--- config.mk ---
export PLATFORM = sky130hd
export DESIGN_NAME = exp_sequencer
export DESIGN_NICKNAME = d
export VERILOG_FILES = /design/src/rtl/exp_sequencer.sv
export SDC_FILE = /design/constraint.sdc
export NUM_CORES = 1
export LEC_CHECK = 0
export ABC_AREA = 1
export BUFFER_PORTS_ARGS = -buffer_cell sky130_fd_sc_hd__buf_2
export CORE_ASPECT_RATIO = 1.75
export CORE_MARGIN = 1
export CORE_UTILIZATION = 35
export DETAILED_ROUTE_END_ITERATION = 6
export SKIP_LAST_GASP = 1
export SLEW_MARGIN = 20
export SYNTH_ARGS = -nofsm -noshare
export SYNTH_HDL_FRONTEND = slang
export SYNTH_SLANG_ARGS = --single-unit
--- constraint.sdc ---
create_clock -name clk -period 1.99 [get_ports clk]
set_clock_uncertainty 0.05 [all_clocks]
set_input_delay 0.0995 -clock clk [delete_from_list [all_inputs] [get_ports clk]]
set_output_delay 0.0995 -clock clk [all_outputs]
set_load 0.03 [all_outputs]
--- src/rtl/exp_sequencer.sv ---
// Left-to-right square-and-multiply schedule generator for a Montgomery multiplier.
// Optional leading-zero skip (SCAN state) enabled by defining EXP_SEQ_SKIP_LZ_EN.
module exp_sequencer #(
    parameter int EXP_W = 512
) (
    input  logic                              clk,
    input  logic                              resetn,
    input  logic                              start,
    input  logic [EXP_W-1:0]                  exponent,
    output logic                              mul_start,
    output logic [1:0]                        mul_sel,
    input  logic                              mul_done,
    output logic                              busy,
    output logic                              done,
    output logic [$clog2(2*EXP_W+3)-1:0]      op_count
);

    // state  | meaning
    // IDLE   | waiting for start
    // PRE    | issue x*R2 (operand conversion)
    // PRE_W  | wait for conversion result
    // SCAN   | skip leading zero exponent bits, one per cycle
    // SQ     | issue A*A
    // SQ_W   | wait for square
    // MUL    | issue A*xt for a set bit
    // MUL_W  | wait for multiply
    // POST   | issue A*1 (conversion out of Montgomery form)
    // POST_W | wait for final result
    // FIN    | pulse done

    localparam int CNT_W = $clog2(2*EXP_W+3);
    localparam int IDX_W = (EXP_W > 1) ? $clog2(EXP_W) : 1;
    localparam logic [IDX_W-1:0] IDX_TOP = IDX_W'(EXP_W-1);

    localparam logic [1:0] SEL_SQ   = 2'b00;
    localparam logic [1:0] SEL_MUL  = 2'b01;
    localparam logic [1:0] SEL_POST = 2'b10;
    localparam logic [1:0] SEL_PRE  = 2'b11;

    typedef enum logic [3:0] {
        IDLE,
        PRE,
        PRE_W,
        SCAN,
        SQ,
        SQ_W,
        MUL,
        MUL_W,
        POST,
        POST_W,
        FIN
    } state_t;

    state_t               state_q, state_d;
    logic [EXP_W-1:0]     shift_q, shift_d;
    logic [IDX_W-1:0]     idx_q, idx_d;
    logic [CNT_W-1:0]     cnt_q, cnt_d;
    logic                 advance;

    always_ff @(posedge clk) begin
        if (!resetn) begin
            state_q <= IDLE;
            shift_q <= '0;
            idx_q   <= '0;
            cnt_q   <= '0;
        end else begin
            state_q <= state_d;
            shift_q <= shift_d;
            idx_q   <= idx_d;
            cnt_q   <= cnt_d;
        end
    end

    always_comb begin
        state_d   = state_q;
        shift_d   = shift_q;
        idx_d     = idx_q;
        cnt_d     = cnt_q;
        mul_start = 1'b0;
        mul_sel   = SEL_SQ;
        done      = 1'b0;
        advance   = 1'b0;

        case (state_q)
            IDLE: begin
                if (start) begin
                    state_d = PRE;
                    shift_d = exponent;
                    idx_d   = IDX_TOP;
                    cnt_d   = '0;
                end
            end
            PRE: begin
                mul_start = 1'b1;
                mul_sel   = SEL_PRE;
                cnt_d     = cnt_q + CNT_W'(1);
                state_d   = PRE_W;
            end
            PRE_W: begin
                if (mul_done) begin
                    idx_d = IDX_TOP;
`ifdef EXP_SEQ_SKIP_LZ_EN
                    state_d = SCAN;
`else
                    state_d = SQ;
`endif
                end
            end
            SCAN: begin
`ifdef EXP_SEQ_SKIP_LZ_EN
                if (shift_q[EXP_W-1]) begin
                    state_d = SQ;
                end else if (idx_q == '0) begin
                    state_d = POST;
                end else begin
                    shift_d = shift_q << 1;
                    idx_d   = idx_q - IDX_W'(1);
                end
`else
                state_d = IDLE;
`endif
            end
            SQ: begin
                mul_start = 1'b1;
                mul_sel   = SEL_SQ;
                cnt_d     = cnt_q + CNT_W'(1);
                state_d   = SQ_W;
            end
            SQ_W: begin
                if (mul_done) begin
                    if (shift_q[EXP_W-1]) begin
                        state_d = MUL;
                    end else begin
                        advance = 1'b1;
                    end
                end
            end
            MUL: begin
                mul_start = 1'b1;
                mul_sel   = SEL_MUL;
                cnt_d     = cnt_q + CNT_W'(1);
                state_d   = MUL_W;
            end
            MUL_W: begin
                if (mul_done) begin
                    advance = 1'b1;
                end
            end
            POST: begin
                mul_start = 1'b1;
                mul_sel   = SEL_POST;
                cnt_d     = cnt_q + CNT_W'(1);
                state_d   = POST_W;
            end
            POST_W: begin
                if (mul_done) begin
                    state_d = FIN;
                end
            end
            FIN: begin
                done    = 1'b1;
                state_d = IDLE;
            end
            default: begin
                state_d = IDLE;
            end
        endcase

        // Bit-advance: the shift register MSB always holds the bit at idx_q.
        if (advance) begin
            if (idx_q == '0) begin
                state_d = POST;
            end else begin
                shift_d = shift_q << 1;
                idx_d   = idx_q - IDX_W'(1);
                state_d = SQ;
            end
        end
    end

    assign busy     = (state_q != IDLE);
    assign op_count = cnt_q;

endmodule

==> results.py <==
metrics = {
    "detailed_routing": {
        "drc": 0,
        "first_iter_violations": 2079,
        "wl_met1_um": 34200,
        "ant_nets": 0,
        "vias_per_cell": 4.97,
        "postRouteWirelength_um": 84300,
        "vias": 27400,
        "top_layer": "met5",
        "met3RoutedLength_um": 5570,
        "wl_per_cell_um": 15.3,
        "dr.pass1.iters": 6,
        "wl_met2_um": 40300,
    },
    "clock_tree": {
        "cts_buffer_depth": 3,
        "cts_sinks": 536,
        "cts_tree": "yes",
        "path_clk_slew_ns": 0.07,
        "cts-buffers-inserted": 51,
        "h-tree-depth": 2,
        "clk_latency_ns": 0.62,
        "root_buffer": "clkbuf_16",
    },
    "synthesis": {
        "syn_avg_cell_area_um2": 6.92,
        "ys_types": 30,
        "synth_fp_nets": 4098,
        "synth-seq-cells": 536,
        "netlist_instances": 3580,
        "synth-main-ff-cell": "dfxtp_1",
        "yosys_warnings": 0,
        "synthArstFlopShare": 0,
        "synth-edff-count": 0,
        "synth-seq-area-share": 0.433,
        "netlist_area_um2": 24800,
    },
    "sta": {
        "drv_slew": 0,
        "fmax_mhz": 502,
        "finalSetupViolCount": 1,
        "slew_headroom": 0.559,
        "tightestPinTransition_ns": 0.662,
        "fin_tns_setup_ns": -0.00144,
        "fin_crit_ns": 1.99,
        "rsz0062_at_grt": "yes",
        "hold_viol_final": 0,
        "fin_ws_ns": -0.00144,
        "fin_crit_sh": 1.00,
    },
    "global_route": {
        "gr-usage-all-layers": 0.213,
        "antenna_found_initial": 4,
        "grt_pass1_vias": 25900,
        "grt_max_degree": 155,
        "grt.overflow.total": 0,
        "grt_pass1_wl_um": 127000,
    },
    "finish": {
        "areaGrowthSynthToFinish_pct": 46.9,
        "final_util": 0.521,
        "drive_above_1_share": 0.173,
        "nets": 5082,
    },
    "critical_path": {
        "worst-setup-path-type": "reg -> reg",
        "crit_required_ns": 2.43,
        "r2r_slack_ns": -0.001,
        "crit_start": "idx_q[1]$_SDFF_PN0_",
        "reg2reg_from": "idx_q[1]$_SDFF_PN0_",
        "cp_max_fo": 16,
        "worstSetupStartpointType": "register",
        "cp-end-kind": "register",
        "arrival_ns": 2.43,
        "r2r-end": "shift_q[30]$_SDFF_PN0_",
        "r2r_cells": 11,
    },
    "power": {
        "max-vdd-ir-drop_v": 0.000819,
        "p_per_area_nw_per_um2": 1140,
        "pwr-share-clk": 0.234,
        "switchingPower_w": 0.0150,
        "combPwrFrac": 0.411,
        "pwr-share-seq": 0.355,
        "switching_share": 0.360,
        "p_int_w": 0.0266,
        "p_leak_nw": 15.1,
    },
    "hold_path": {
        "hold_path_class": "in -> reg",
        "holdPathStages": 4,
        "hold_start": "exponent[0]",
        "min_to": "shift_q[0]$_SDFF_PN0_",
    },
    "die": {
        "io_pins": 532,
        "rows": 128,
        "die_area_um2": 71900,
        "die_h_um": 354,
        "core_um2": 69800,
        "start_util": 0.355,
        "die_x_um": 203,
    },
    "place": {
        "dpl.hpwl_um": 49200,
        "gp_congestion": 0.834,
        "portBuffers": 531,
        "dp_slack_ns": -0.0397,
    },
    "status": {
        "status": "complete, but fails checks",
        "violations": "negative setup slack",
    },
    "run": {
        "cap_violations": 0,
    },
}
synthesized netlist by cell type (4+ instances only):
cell type,n,area share
o21ai_1,680,0.14
nand2_1,567,0.086
inv_1,540,0.082
dfxtp_1,536,0.43
a21oi_1,527,0.11
o21ai_0,360,0.073
clkbuf_1,109,0.017
buf_2,102,0.021
buf_4,47,0.014
nor2_1,42,0.0064
buf_6,23,0.010
nand3_1,13,0.0026
nor3_1,6,0.0012
xor2_1,5,0.0018
buf_8,4,0.0024
layer usage:
layer / track usage / vias up
li1: - / 13600
met1: 0.250 / 12400
met2: 0.359 / 1113
met3: 0.0422 / 269
met4: 0.119 / 2
met5: 0 / -
worst max path at each step:
| stage | endpoint | depth (start not counted) | slack [ns] |
|---|---|---|---|
| final | shift_q[30]$_SDFF_PN0_ | 11 | -0.001 |
| after global routing | shift_q[373]$_SDFF_PN0_ | 11 | -0.08 |
| after CTS | mul_start | 6 | -0.03 |
| after detailed placement | shift_q[302]$_SDFF_PN0_ | 10 | -0.04 |
| after global placement | shift_q[302]$_SDFF_PN0_ | 10 | -0.02 |
| after floorplan | shift_q[100]$_SDFF_PN0_ | 8 | 0.29 |
per-stage QoR:
stage          hold slack [ns]  instances  total power [W]  instance area (µm²)
4_1_cts                  0.211       5468           0.0405                35400
5_1_grt                  0.256       5514           0.0447                36400
3_5_place_dp             0.322       4863           0.0297                28700
2_1_floorplan            0.203       3580           0.0256                24800
6_report                 0.267       5514           0.0416                36400
3_3_place_gp             0.314       4863           0.0296                28700
sequential cells by signal, summed over array words and instances, names as in the netlist:
register,cells
idx_q,9
op_count,11
shift_q,512
state_q,4
timing repair:
| item | 4_1_cts | 5_1_grt |
|---|---|---|
| endpoints found under the hold margin | 530 | 0 |
| resized for setup | 2 | 47 |
| setup buffers | 0 | 21 |
| hold buffers | 515 | 0 |
| cloned | 0 | 23 |
| setup endpoints to repair | 18 | 354 |
| pin swaps | 0 | 4 |
final cells by class:
type	instances	area [µm²]
fill	6411	33500
clock buffer	77	1500
clock inverter	13	118
timing repair inverter	1	6.26
inverter	542	2050
multi-input combinational	2216	10400
timing repair buffer	1216	10400
sequential	536	10700
antenna	3	7.51
tap	910	1140
cell families after synthesis:
kind of cell    synth area share
buf+inv                    0.147
xor+xnor                 0.00177
fa+ha+maj                0.00101
compound gates             0.318
simple gates              0.0993
flops                      0.433
power by group through the flow:
stage                     sequential, W  clock, W  combinational, W
after floorplan                  0.0148         0            0.0108
after global placement           0.0149         0            0.0147
after detailed placement         0.0150         0            0.0148
after CTS                        0.0147    0.0101            0.0157
after global routing             0.0151    0.0104            0.0192
final                            0.0148   0.00973            0.0171
critical path, cell delays in order (launching register included):
cell	delay, ns
dfxtp_1	0.31
inv_1	0.08
ha_2	0.20
nand2_1	0.06
nor2_1	0.09
nand3_1	0.13
nand2_4	0.13
clkinv_8	0.13
buf_4	0.19
clkbuf_16	0.17
o21ai_0	0.22
a21oi_1	0.09
cells in the final DEF, fill, tap and decap left out, drive strengths merged, types with 3 or more instances in the layout:
master and instances:
a21oi 527, buf 679, clkbuf 99, clkinv 7, dfxtp 536, diode 3
dlygate4sd3 515, inv 546, nand2 568, nand3 14, nor2 45, nor3 7
o21ai 1040, xor2 5
Power figures use the tool's default switching activity.
